**src/rtl/riscv_pkg.sv**
```systemverilog
// Shared RISC-V front-end definitions: fetch FSM states and default datapath widths.
package riscv_pkg;

   localparam int XLEN_DEFAULT = 64;
   localparam int ILEN_DEFAULT = 32;

   typedef enum logic [1:0] {
      ST_IDLE,
      ST_WAIT,
      ST_HOLD,
      ST_FLUSH
   } ifetch_state_t;

endpackage

```
**src/rtl/riscv_ifetch_watchdog.sv**
```systemverilog
// Watchdog that flags a fetch stuck waiting on memory for TIMEOUT_CYCLES cycles.
// Only present when IFETCH_TIMEOUT_EN is defined.
`ifdef IFETCH_TIMEOUT_EN
module riscv_ifetch_watchdog #(
   parameter int TIMEOUT_CYCLES = 16
) (
   input  logic clk,
   input  logic rst,
   input  logic in_wait,
   output logic fetch_err
);

   localparam int CW = $clog2(TIMEOUT_CYCLES + 1);
   localparam logic [CW-1:0] LIMIT = CW'(TIMEOUT_CYCLES);

   logic [CW-1:0] wait_cnt;

   // Leaving WAIT clears the count, so every fresh entry starts from zero.
   always_ff @(posedge clk) begin
      if (rst) begin
         wait_cnt  <= '0;
         fetch_err <= 1'b0;
      end else begin
         if (!in_wait) begin
            wait_cnt <= '0;
         end else if (wait_cnt != LIMIT) begin
            wait_cnt <= wait_cnt + 1'b1;
         end
         if (in_wait && (wait_cnt == LIMIT - 1'b1)) begin
            fetch_err <= 1'b1;
         end
      end
   end

endmodule
`endif

```
**src/rtl/riscv_ifetch_requester.sv**
```systemverilog
// Instruction fetch requester: launches one memory read at a time and holds the word until consumed.
// Optional watchdog output fetch_err is built when IFETCH_TIMEOUT_EN is defined.
module riscv_ifetch_requester
   import riscv_pkg::*;
#(
   parameter int XLEN           = XLEN_DEFAULT,
   parameter int ILEN           = ILEN_DEFAULT,
   parameter int TIMEOUT_CYCLES = 16
) (
   input  logic            clk,
   input  logic            rst,
   input  logic            fetch_req,
   input  logic [XLEN-1:0] pc,
   input  logic            flush,
   input  logic            instr_ack,
   input  logic            mem_ready,
   input  logic [ILEN-1:0] mem_rdata,
   output logic            rden,
   output logic [XLEN-1:0] mem_addr,
   output logic [ILEN-1:0] instr,
   output logic            instr_valid,
`ifdef IFETCH_TIMEOUT_EN
   output logic            fetch_err,
`endif
   output logic            stall
);

   ifetch_state_t   state, state_next;
   logic            rden_next;
   logic [XLEN-1:0] addr_next;
   logic [ILEN-1:0] instr_next;
   logic            valid_next;

   always_ff @(posedge clk) begin
      if (rst) begin
         state       <= ST_IDLE;
         rden        <= 1'b0;
         mem_addr    <= '0;
         instr       <= '0;
         instr_valid <= 1'b0;
      end else begin
         state       <= state_next;
         rden        <= rden_next;
         mem_addr    <= addr_next;
         instr       <= instr_next;
         instr_valid <= valid_next;
      end
   end

   // rden only drops in WAIT on flush or data return; memory restarts its latency otherwise.
   always_comb begin
      state_next = state;
      rden_next  = rden;
      addr_next  = mem_addr;
      instr_next = instr;
      valid_next = instr_valid;
      if (flush) begin
         state_next = ST_FLUSH;
         rden_next  = 1'b0;
         valid_next = 1'b0;
      end else begin
         unique case (state)
            ST_IDLE: begin
               rden_next = 1'b0;
               if (fetch_req) begin
                  addr_next  = pc;
                  rden_next  = 1'b1;
                  state_next = ST_WAIT;
               end
            end
            ST_WAIT: begin
               if (mem_ready) begin
                  instr_next = mem_rdata;
                  valid_next = 1'b1;
                  rden_next  = 1'b0;
                  state_next = ST_HOLD;
               end
            end
            ST_HOLD: begin
               if (instr_ack) begin
                  valid_next = 1'b0;
                  if (fetch_req) begin
                     addr_next  = pc;
                     rden_next  = 1'b1;
                     state_next = ST_WAIT;
                  end else begin
                     state_next = ST_IDLE;
                  end
               end
            end
            ST_FLUSH: begin
               rden_next  = 1'b0;
               state_next = ST_IDLE;
            end
            default: begin
               rden_next  = 1'b0;
               valid_next = 1'b0;
               state_next = ST_IDLE;
            end
         endcase
      end
   end

   assign stall = fetch_req && (state != ST_HOLD);

`ifdef IFETCH_TIMEOUT_EN
   riscv_ifetch_watchdog #(
      .TIMEOUT_CYCLES (TIMEOUT_CYCLES)
   ) u_watchdog (
      .clk       (clk),
      .rst       (rst),
      .in_wait   (state == ST_WAIT),
      .fetch_err (fetch_err)
   );
`else
   // The limit only matters when the watchdog is built; keep it referenced here.
   if (TIMEOUT_CYCLES < 1) begin : g_no_watchdog
   end
`endif

endmodule

```
**config.mk**
```make
export PLATFORM = sky130hd
export DESIGN_NAME = riscv_ifetch_requester
export DESIGN_NICKNAME = d
export VERILOG_FILES = /design/src/rtl/riscv_pkg.sv /design/src/rtl/riscv_ifetch_watchdog.sv /design/src/rtl/riscv_ifetch_requester.sv
export SDC_FILE = /design/constraint.sdc
export NUM_CORES = 1
export LEC_CHECK = 0
export ABC_AREA = 1
export CORE_MARGIN = 3
export CORE_UTILIZATION = 42
export DETAILED_ROUTE_END_ITERATION = 16
export PLACE_DENSITY = 0.87
export SLEW_MARGIN = 20
export SYNTH_ARGS = -nofsm -noshare
export SYNTH_HDL_FRONTEND = slang
export SYNTH_SLANG_ARGS = --single-unit
```
**constraint.sdc**
```tcl
create_clock -name clk -period 2 [get_ports clk]
set_input_delay 0.3 -clock clk [delete_from_list [all_inputs] [get_ports clk]]
set_output_delay 0.3 -clock clk [all_outputs]
set_load 0.02 [all_outputs]
```
-- After elaboration in Yosys (flattened, before gate mapping)
Index checks and enable logic that the tools add are counted.
- memories kept: 0
- memory bits (read-only): 0
- word-level logic and storage cells: 43
- bits of input ports: 102
- register bits: 100
- latch bits: 0
- RAM bits: 0
- output and inout port bits: 99
- eq/ne operators: 10
- shift-type cells: 0
- bitwise logic cells: 1
- $mul: 0
- add/sub/neg operators: 0
- order comparisons: 0
- reduce and logical (&&, ||, !) cells: 10
- multiplexer cells: 17
- divide/modulo/power cells: 0
- operator list (kind ; number):
    $mux 64 ; 2
    $pmux 64 s2 ; 1
    $reduce_and 3->1 ; 5
    $ne 3x3->1 const B ; 3
    $mux 2 ; 4
    $ne 2x2->1 const B ; 4
    $pmux 2 s4 ; 1
    $mux 1 ; 7
    $eq 2x2->1 const B ; 2
    $pmux 1 s4 ; 1
    $reduce_bool 2->1 ; 2
    $eq 2x1->1 const B ; 1
    $logic_not 2->1 ; 1
    $pmux 1 s2 ; 1
    $reduce_or 2->1 ; 1
    $logic_and 1x1->1 ; 1
    $not 1->1 ; 1

-- Logic depth before layout (Yosys ltp)
Gate-level depths: netlist (run 1).
- word-level depth: 4
- mapped depth: 7

-- Least setup slack after synthesis (run 1)
Ideal clock, no wire load.
- path type: input to register
- from: input port flush
- to: register mem_addr[43]
- slack: 0.793 ns
- arrival: 1.093 ns
- stages on the path: 6
- buffers on the path: 2
- required time: 1.886 ns
- path through: inv_1 nand3_4 buf_12 buf_12 o21ai_2 nor2_2
- cells in the longest elaborated chain, start to end: 2
- ends and longest elaborated chain (item ; line ; text):
    start: declaration ; riscv_ifetch_requester.sv:14 ; input logic flush,
    $not 1->1 (no line) ; -- ;
    $reduce_and 3->1 (no line) ; -- ;
    end signal: assignment ; riscv_ifetch_requester.sv:44 ; mem_addr <= addr_next;
    end: declaration ; riscv_ifetch_requester.sv:19 ; output logic [XLEN-1:0] mem_addr,
No other way between the ends.
A chain may end at the register's enable or synchronous reset.

-- Worst setup path after layout (run 1)
- from: register rden
- to: output port rden
- RTL lines (item ; line ; text):
    start: declaration ; riscv_ifetch_requester.sv:18 ; output logic rden,
    start signal: assignment ; riscv_ifetch_requester.sv:43 ; rden <= rden_next;
No word-level cell between the ends.

==> impl_metrics.py, run 1 <==
metrics = {
    "setup_path": {
        "startpoint_type": "flip-flop",
        "r2r_start": "state[0]",
        "cp.arrival_ns": 1.33,
        "critical_path.endpoint_type": "output port",
        "worst-path-buf-inv": 1,
        "rrSetupSlack_ns": 0.52,
        "critical_path_peak_fanout": 2,
        "crit_family": "buffers and inverters",
        "worstSetupPathType": "reg2out",
        "reg2reg_to": "mem_addr[2]",
        "crit_chain": "clkdlybuf4s50_1",
        "cpPeakStageDelay_ns": 0.64,
        "crit_slowest_cell": "clkdlybuf4s50_1",
        "rr_worst_depth": 5,
        "cp_data_required_time_ns": 1.70,
    },
    "sta": {
        "fin_ws_ns": 0.368,
        "drv_slew": 0,
        "period_share_pct": 81.6,
        "setup-tns-final_ns": 0,
        "grt_setup_unrepaired": "false",
        "min_period_ns": 1.63,
        "fmax_mhz": 613,
        "skew_ns": 0.0119,
        "setup_viol": 0,
        "worst_pin_slew_ns": 0.392,
        "finalHoldViolCount": 0,
        "slew_headroom_pct": 73.8,
    },
    "cts": {
        "clock_path_buffers": 2,
        "clkTransAtPathRegs_ns": 0.09,
        "cts_buffers": 9,
        "postCtsSetupRepairBufs": 0,
        "cts.hold.buffers_added": 0,
        "cts.sinks": 100,
        "htree_levels": 3,
        "clk_latency_ns": 0.35,
        "cts_tree": "built",
        "clock-root-buffer": "clkbuf_8",
    },
    "grt": {
        "antenna_found_initial": 0,
        "grt_max_degree": 41,
        "grt.overflow.total": 0,
        "grtUsageTotal_pct": 20.8,
        "grt_pass1_vias": 3686,
        "grt_pass1_wl_um": 16900,
    },
    "routing": {
        "highest_layer": "met4",
        "met2_length_um": 5460,
        "wire_per_inst_um": 14.2,
        "wl_um": 10800,
        "vias": 3704,
        "vias_per_cell": 4.87,
        "dr_wl_met3_um": 957,
        "drtPass1Iterations": 4,
        "met1_length_um": 4050,
        "ant_nets": 0,
        "drcViolationCount": 0,
        "drtIter0Drc": 59,
    },
    "synth": {
        "yosysWarningCount": 0,
        "ys_types": 24,
        "syn_area_um2": 3780,
        "syn_nets": 556,
        "yosysSeqAreaShare_pct": 52.9,
        "ys_seq_elements": 100,
        "synthesis.instances": 454,
        "synth_area_per_cell_um2": 8.34,
    },
    "floorplanning": {
        "pin_count": 201,
        "dieArea_um2": 10200,
        "fp.dieH_um": 101,
        "initial_core_util_pct": 43.4,
        "fp.coreArea_um2": 8720,
        "die_w_um": 101,
        "row_count": 34,
    },
    "worst_hold_path": {
        "hp-start": "instr_valid",
        "hp-class": "reg2reg",
        "min_to": "instr_valid",
        "worstHoldPathCells": 2,
    },
    "final_layout": {
        "drive_above_1_share_pct": 10.4,
        "final_core_util_pct": 68.9,
        "antennaDiodeCount": 0,
        "n_fill_cell": 713,
        "final_cell_mix": "199 x clkdlybuf4s50_1, 186 x nor2_1, 99 x dfxtp_1, 52 x o21ai_1",
        "multi_input_area_um2": 1480,
        "num-nets-final": 749,
        "area_delta_synth_final_pct": 58.8,
        "final_common_cell": "clkdlybuf4s50_1",
        "register_area_um2": 2000,
    },
    "power": {
        "powerDensity_nw_per_um2": 746,
        "power_leakage_nw": 2.25,
        "peakVddDrop_v": 0.000452,
    },
    "placement": {
        "io_buffers": 200,
        "place_ws_ns": 0.0649,
        "gp_congestion": 0.796,
        "dp.final_hpwl_um": 8300,
    },
    "status": {
        "status": "complete, no violations",
    },
    "run": {
        "max-cap-violations": 0,
    },
}
per-stage QoR:
step                cell area, um2  hold slack (ns)  power [mW]  cells
floorplan                     3780            0.369        2.73    454
global placement              5800            0.452        3.20    744
detailed placement            5800            0.462        3.24    744
CTS                           6010            0.478        4.53    760
global route                  6010            0.500        4.70    760
finish                        6010            0.474        4.49    760
synth_stat cells:
| master | count | share of area, % |
|---|---|---|
| a21oi_1 | 2 | 0.26 |
| a31oi_1 | 1 | 0.17 |
| buf_1 | 1 | 0.099 |
| buf_12 | 5 | 2.6 |
| buf_2 | 2 | 0.26 |
| buf_4 | 6 | 1.2 |
| buf_6 | 3 | 0.89 |
| buf_8 | 2 | 0.79 |
| clkbuf_1 | 7 | 0.69 |
| clkbuf_2 | 3 | 0.40 |
| dfxtp_1 | 100 | 53 |
| inv_1 | 6 | 0.59 |
| inv_2 | 3 | 0.30 |
| inv_4 | 1 | 0.17 |
| nand2_1 | 7 | 0.69 |
| nand3_1 | 7 | 0.93 |
| nand3_4 | 3 | 1.4 |
| nand3b_1 | 1 | 0.20 |
| nor2_1 | 186 | 18 |
| nor2_2 | 11 | 1.8 |
| nor2_4 | 1 | 0.30 |
| o21ai_0 | 22 | 2.9 |
| o21ai_1 | 52 | 6.9 |
| o21ai_2 | 22 | 5.1 |
worst max-delay path by stage:
stage                   start      endpoint  slack [ns]  depth (start not counted)
finish                   rden          rden        0.37                          1
global route        fetch_req   mem_addr[2]        0.28                          7
CTS                  state[0]         stall        0.07                          3
detailed placement  fetch_req   mem_addr[2]        0.06                          7
global placement    fetch_req         stall        0.14                          4
floorplan               flush  mem_addr[43]        0.79                          6
registers in the layout, summed over array words and instances, names as in the netlist:
signal       count
state            2
instr_valid      1
rden             1
mem_addr        64
instr           32
power by group:
group | switching, mW | leakage [nW] | internal, mW | total (mW)
combinational | 0.483 | 1.33 | 0.518 | 1.00
sequential | 0.0677 | 0.818 | 2.12 | 2.18
clock | 0.683 | 0.103 | 0.619 | 1.30
total | 1.23 | 2.25 | 3.25 | 4.49
repair_timing:
| action | in CTS | in global routing |
|---|---|---|
| setup endpoints to repair | 1 | 1 |
| gates resized for setup | 1 | 1 |
| pin swaps | 0 | 0 |
| hold endpoints to repair | 0 | 0 |
cell families after synthesis:
family          synth area share (%)
compound gates                  15.3
flops                           52.9
buf+inv                         8.03
simple gates                    23.8
metal layers:
layer  global-route usage [%]  up-vias
met1                     22.5     1670
li1                         -     1841
met4                     8.59        0
met3                     6.23       30
met5                        0        -
met2                     37.5      163
layout make-up:
| class | count | share of cell area (%) |
|---|---|---|
| Multi-Input combinational cell | 315 | 24.6 |
| Sequential cell | 100 | 33.3 |
| Timing Repair Buffer | 211 | 35.8 |
| Inverter | 10 | 0.666 |
| Clock buffer | 11 | 2.35 |
| Clock inverter | 5 | 1.02 |
| Tap cell | 108 | 2.25 |
Power figures use the tool's default switching activity.
==> run 2, diff against run 1 <==
--- a/config.mk
+++ b/config.mk
@@ -7,9 +7,9 @@
 export LEC_CHECK = 0
 export ABC_AREA = 1
 export CORE_MARGIN = 3
-export CORE_UTILIZATION = 42
+export CORE_UTILIZATION = 39
 export DETAILED_ROUTE_END_ITERATION = 16
-export PLACE_DENSITY = 0.87
+export PLACE_DENSITY = 0.82
 export SLEW_MARGIN = 20
 export SYNTH_ARGS = -nofsm -noshare
 export SYNTH_HDL_FRONTEND = slang
==> constraint.sdc (replaced) <==
create_clock -name clk -period 1.6 [get_ports clk]
set_input_delay 0.24 -clock clk [delete_from_list [all_inputs] [get_ports clk]]
set_output_delay 0.24 -clock clk [all_outputs]
set_load 0.02 [all_outputs]
==> run 2 against run 1 <==
  * Non-clock buffer count grew 5
  * First-iteration DRC count grew to 2.7 times the previous value
  * Total power grew 28%
  * Clock-buffer cell count shrank 2
  * Critical path depth is the same
  * Core utilization shrank 2.8 points
  * Critical endpoint is now mem_addr[18]
  * Largest cell class unchanged
==> impl_metrics.py, run 2 (same netlist as run 1, synthesis figures left out) <==
metrics = {
    "status": {
        "status": "complete, no violations",
    },
    "sta": {
        "drv_slew": 0,
        "slew_headroom_pct": 71.4,
        "worst_pin_slew_ns": 0.429,
        "fin_ws_ns": 0.0155,
        "min_period_ns": 1.58,
        "fmax_mhz": 631,
        "finalHoldViolCount": 0,
        "period_share_pct": 99.0,
        "setup_viol": 0,
        "skew_ns": 0.0147,
    },
    "grt": {
        "grt.met2_usage_pct": 34.3,
        "gr-max-usage-layer": "met2",
        "antenna_found_initial": 0,
        "grt_pass1_vias": 3551,
        "use_met1_pct": 21.7,
        "grt_max_degree": 62,
        "grtUsageTotal_pct": 19.0,
        "met3_usage_pct": 4.41,
        "grt_pass1_wl_um": 16900,
        "grt.overflow.total": 0,
    },
    "routing": {
        "drcViolationCount": 0,
        "wire_per_inst_um": 13.8,
        "drtPass1Iterations": 4,
        "vias_per_cell": 4.66,
        "ant_nets": 0,
        "vias": 3661,
        "drtIter0Drc": 161,
        "wl_um": 10900,
    },
    "floorplanning": {
        "pin_count": 201,
        "fp.coreArea_um2": 9330,
        "initial_core_util_pct": 40.6,
        "fp.dieH_um": 105,
        "dieArea_um2": 10900,
        "die_w_um": 105,
        "row_count": 35,
    },
    "cts": {
        "clk_latency_ns": 0.35,
        "cts_tree": "built",
        "htree_levels": 3,
        "cts_buffers": 9,
        "cts.hold.buffers_added": 0,
        "clock_path_buffers": 2,
        "cts.sinks": 100,
        "postCtsSetupRepairBufs": 0,
        "clkTransAtPathRegs_ns": 0.09,
        "clock-root-buffer": "clkbuf_8",
    },
    "final_layout": {
        "final_cell_area_um2": 6160,
        "biggestRegsByFlops": "mem_addr (64), instr (32), state (2)",
        "largest_reg_flops": 64,
        "area_delta_synth_final_pct": 62.8,
        "final_cell_mix": "185 x nor2_1, 170 x clkdlybuf4s50_1, 100 x dfxtp_1, 52 x o21ai_1, 28 x dlymetal6s2s_1",
        "finalNonFillerCells": 785,
        "drive_above_1_share_pct": 11.1,
        "num-nets-final": 754,
        "largest_register": "mem_addr",
        "final_common_cell": "nor2_1",
        "antennaDiodeCount": 0,
        "final_core_util_pct": 66.1,
    },
    "setup_path": {
        "cp_data_required_time_ns": 1.36,
        "startpoint_type": "flip-flop",
        "cp.arrival_ns": 1.34,
        "cpPeakStageDelay_ns": 0.66,
        "crit_chain": "clkdlybuf4s50_1",
        "worst-path-buf-inv": 1,
        "crit_family": "buffers and inverters",
        "critical_path_peak_fanout": 2,
        "crit_slowest_cell": "clkdlybuf4s50_1",
        "critical_path.endpoint_type": "output port",
        "worstSetupPathType": "reg2out",
    },
    "power": {
        "power_leakage_nw": 2.76,
        "combPwrFrac_pct": 22.1,
        "power_frac_seq_pct": 47.4,
        "peakVddDrop_v": 0.000466,
        "internal-power_mw": 4.18,
        "power_frac_clock_pct": 30.5,
        "netSwitchingFraction_pct": 27.2,
        "powerDensity_nw_per_um2": 931,
        "switchingPower_mw": 1.56,
    },
    "run": {
        "max-cap-violations": 0,
    },
    "placement": {
        "place_ws_ns": -0.155,
        "dp.final_hpwl_um": 8100,
        "dp_cells": 770,
        "gp_congestion": 0.794,
        "io_buffers": 200,
        "placed_cell_area_um2": 5880,
    },
    "worst_hold_path": {
        "hp-class": "reg2reg",
    },
}
[run 2: cell types whose count changed in the layout (fill, tap and decap cells not counted), sizes merged]
cell,previous run,this run
buf,11,16
bufinv,1,2
clkbuf,11,9
clkdlybuf4s50,199,170
clkinv,4,3
dlygate4sd2,0,2
dlymetal6s2s,1,28
inv,10,11
[run 2: path summary, 6_finish.rpt]
path	depth (start not counted)	endpoint	slack, ns	startpoint
worst max register to register	7	instr[5]	0.14	state[0]
worst min-delay path	2	instr_valid	0.47	instr_valid
worst min register to register	2	instr_valid	0.47	instr_valid
worst max-delay path	1	mem_addr[18]	0.02	mem_addr[18]
[run 2: final cells by class]
class                           count  area [um2]
Clock buffer                        9         124
Clock inverter                      6        87.6
Fill cell                         820        3170
Inverter                           10        41.3
Multi-Input combinational cell    315        1480
Sequential cell                   100        2000
Tap cell                          129         161
Timing Repair Buffer              216        2260
[run 2: layer usage]
metal / routed length (um) / up-vias
met5: 0 / -
met4: 268 / 0
met3: 698 / 24
met2: 5500 / 147
met1: 4380 / 1648
li1: - / 1842
[run 2: power groups by stage]
stage	Combinational [mW]	Sequential (mW)	Clock (mW)
after global routing	1.36	2.74	1.90
after floorplan	0.443	2.97	0
after CTS	1.29	2.72	1.81
after global placement	1.25	2.77	0
after detailed placement	1.28	2.78	0
final	1.27	2.72	1.75
[run 2: per-stage QoR]
stage	setup TNS (ns)	total power [mW]	hold WS, ns
floorplan	0	3.41	0.309
global placement	-0.559	4.02	0.450
detailed placement	-3.17	4.06	0.448
CTS	0	5.82	0.463
global route	-0.0318	6.00	0.481
finish	0	5.74	0.472
[run 2: repair_timing]
| item | CTS | global route |
|---|---|---|
| endpoints found under the setup margin | 2 | 30 |
| gates resized for setup | 2 | 30 |
| endpoints found under the hold margin | 0 | 0 |
| cloned | 0 | 0 |
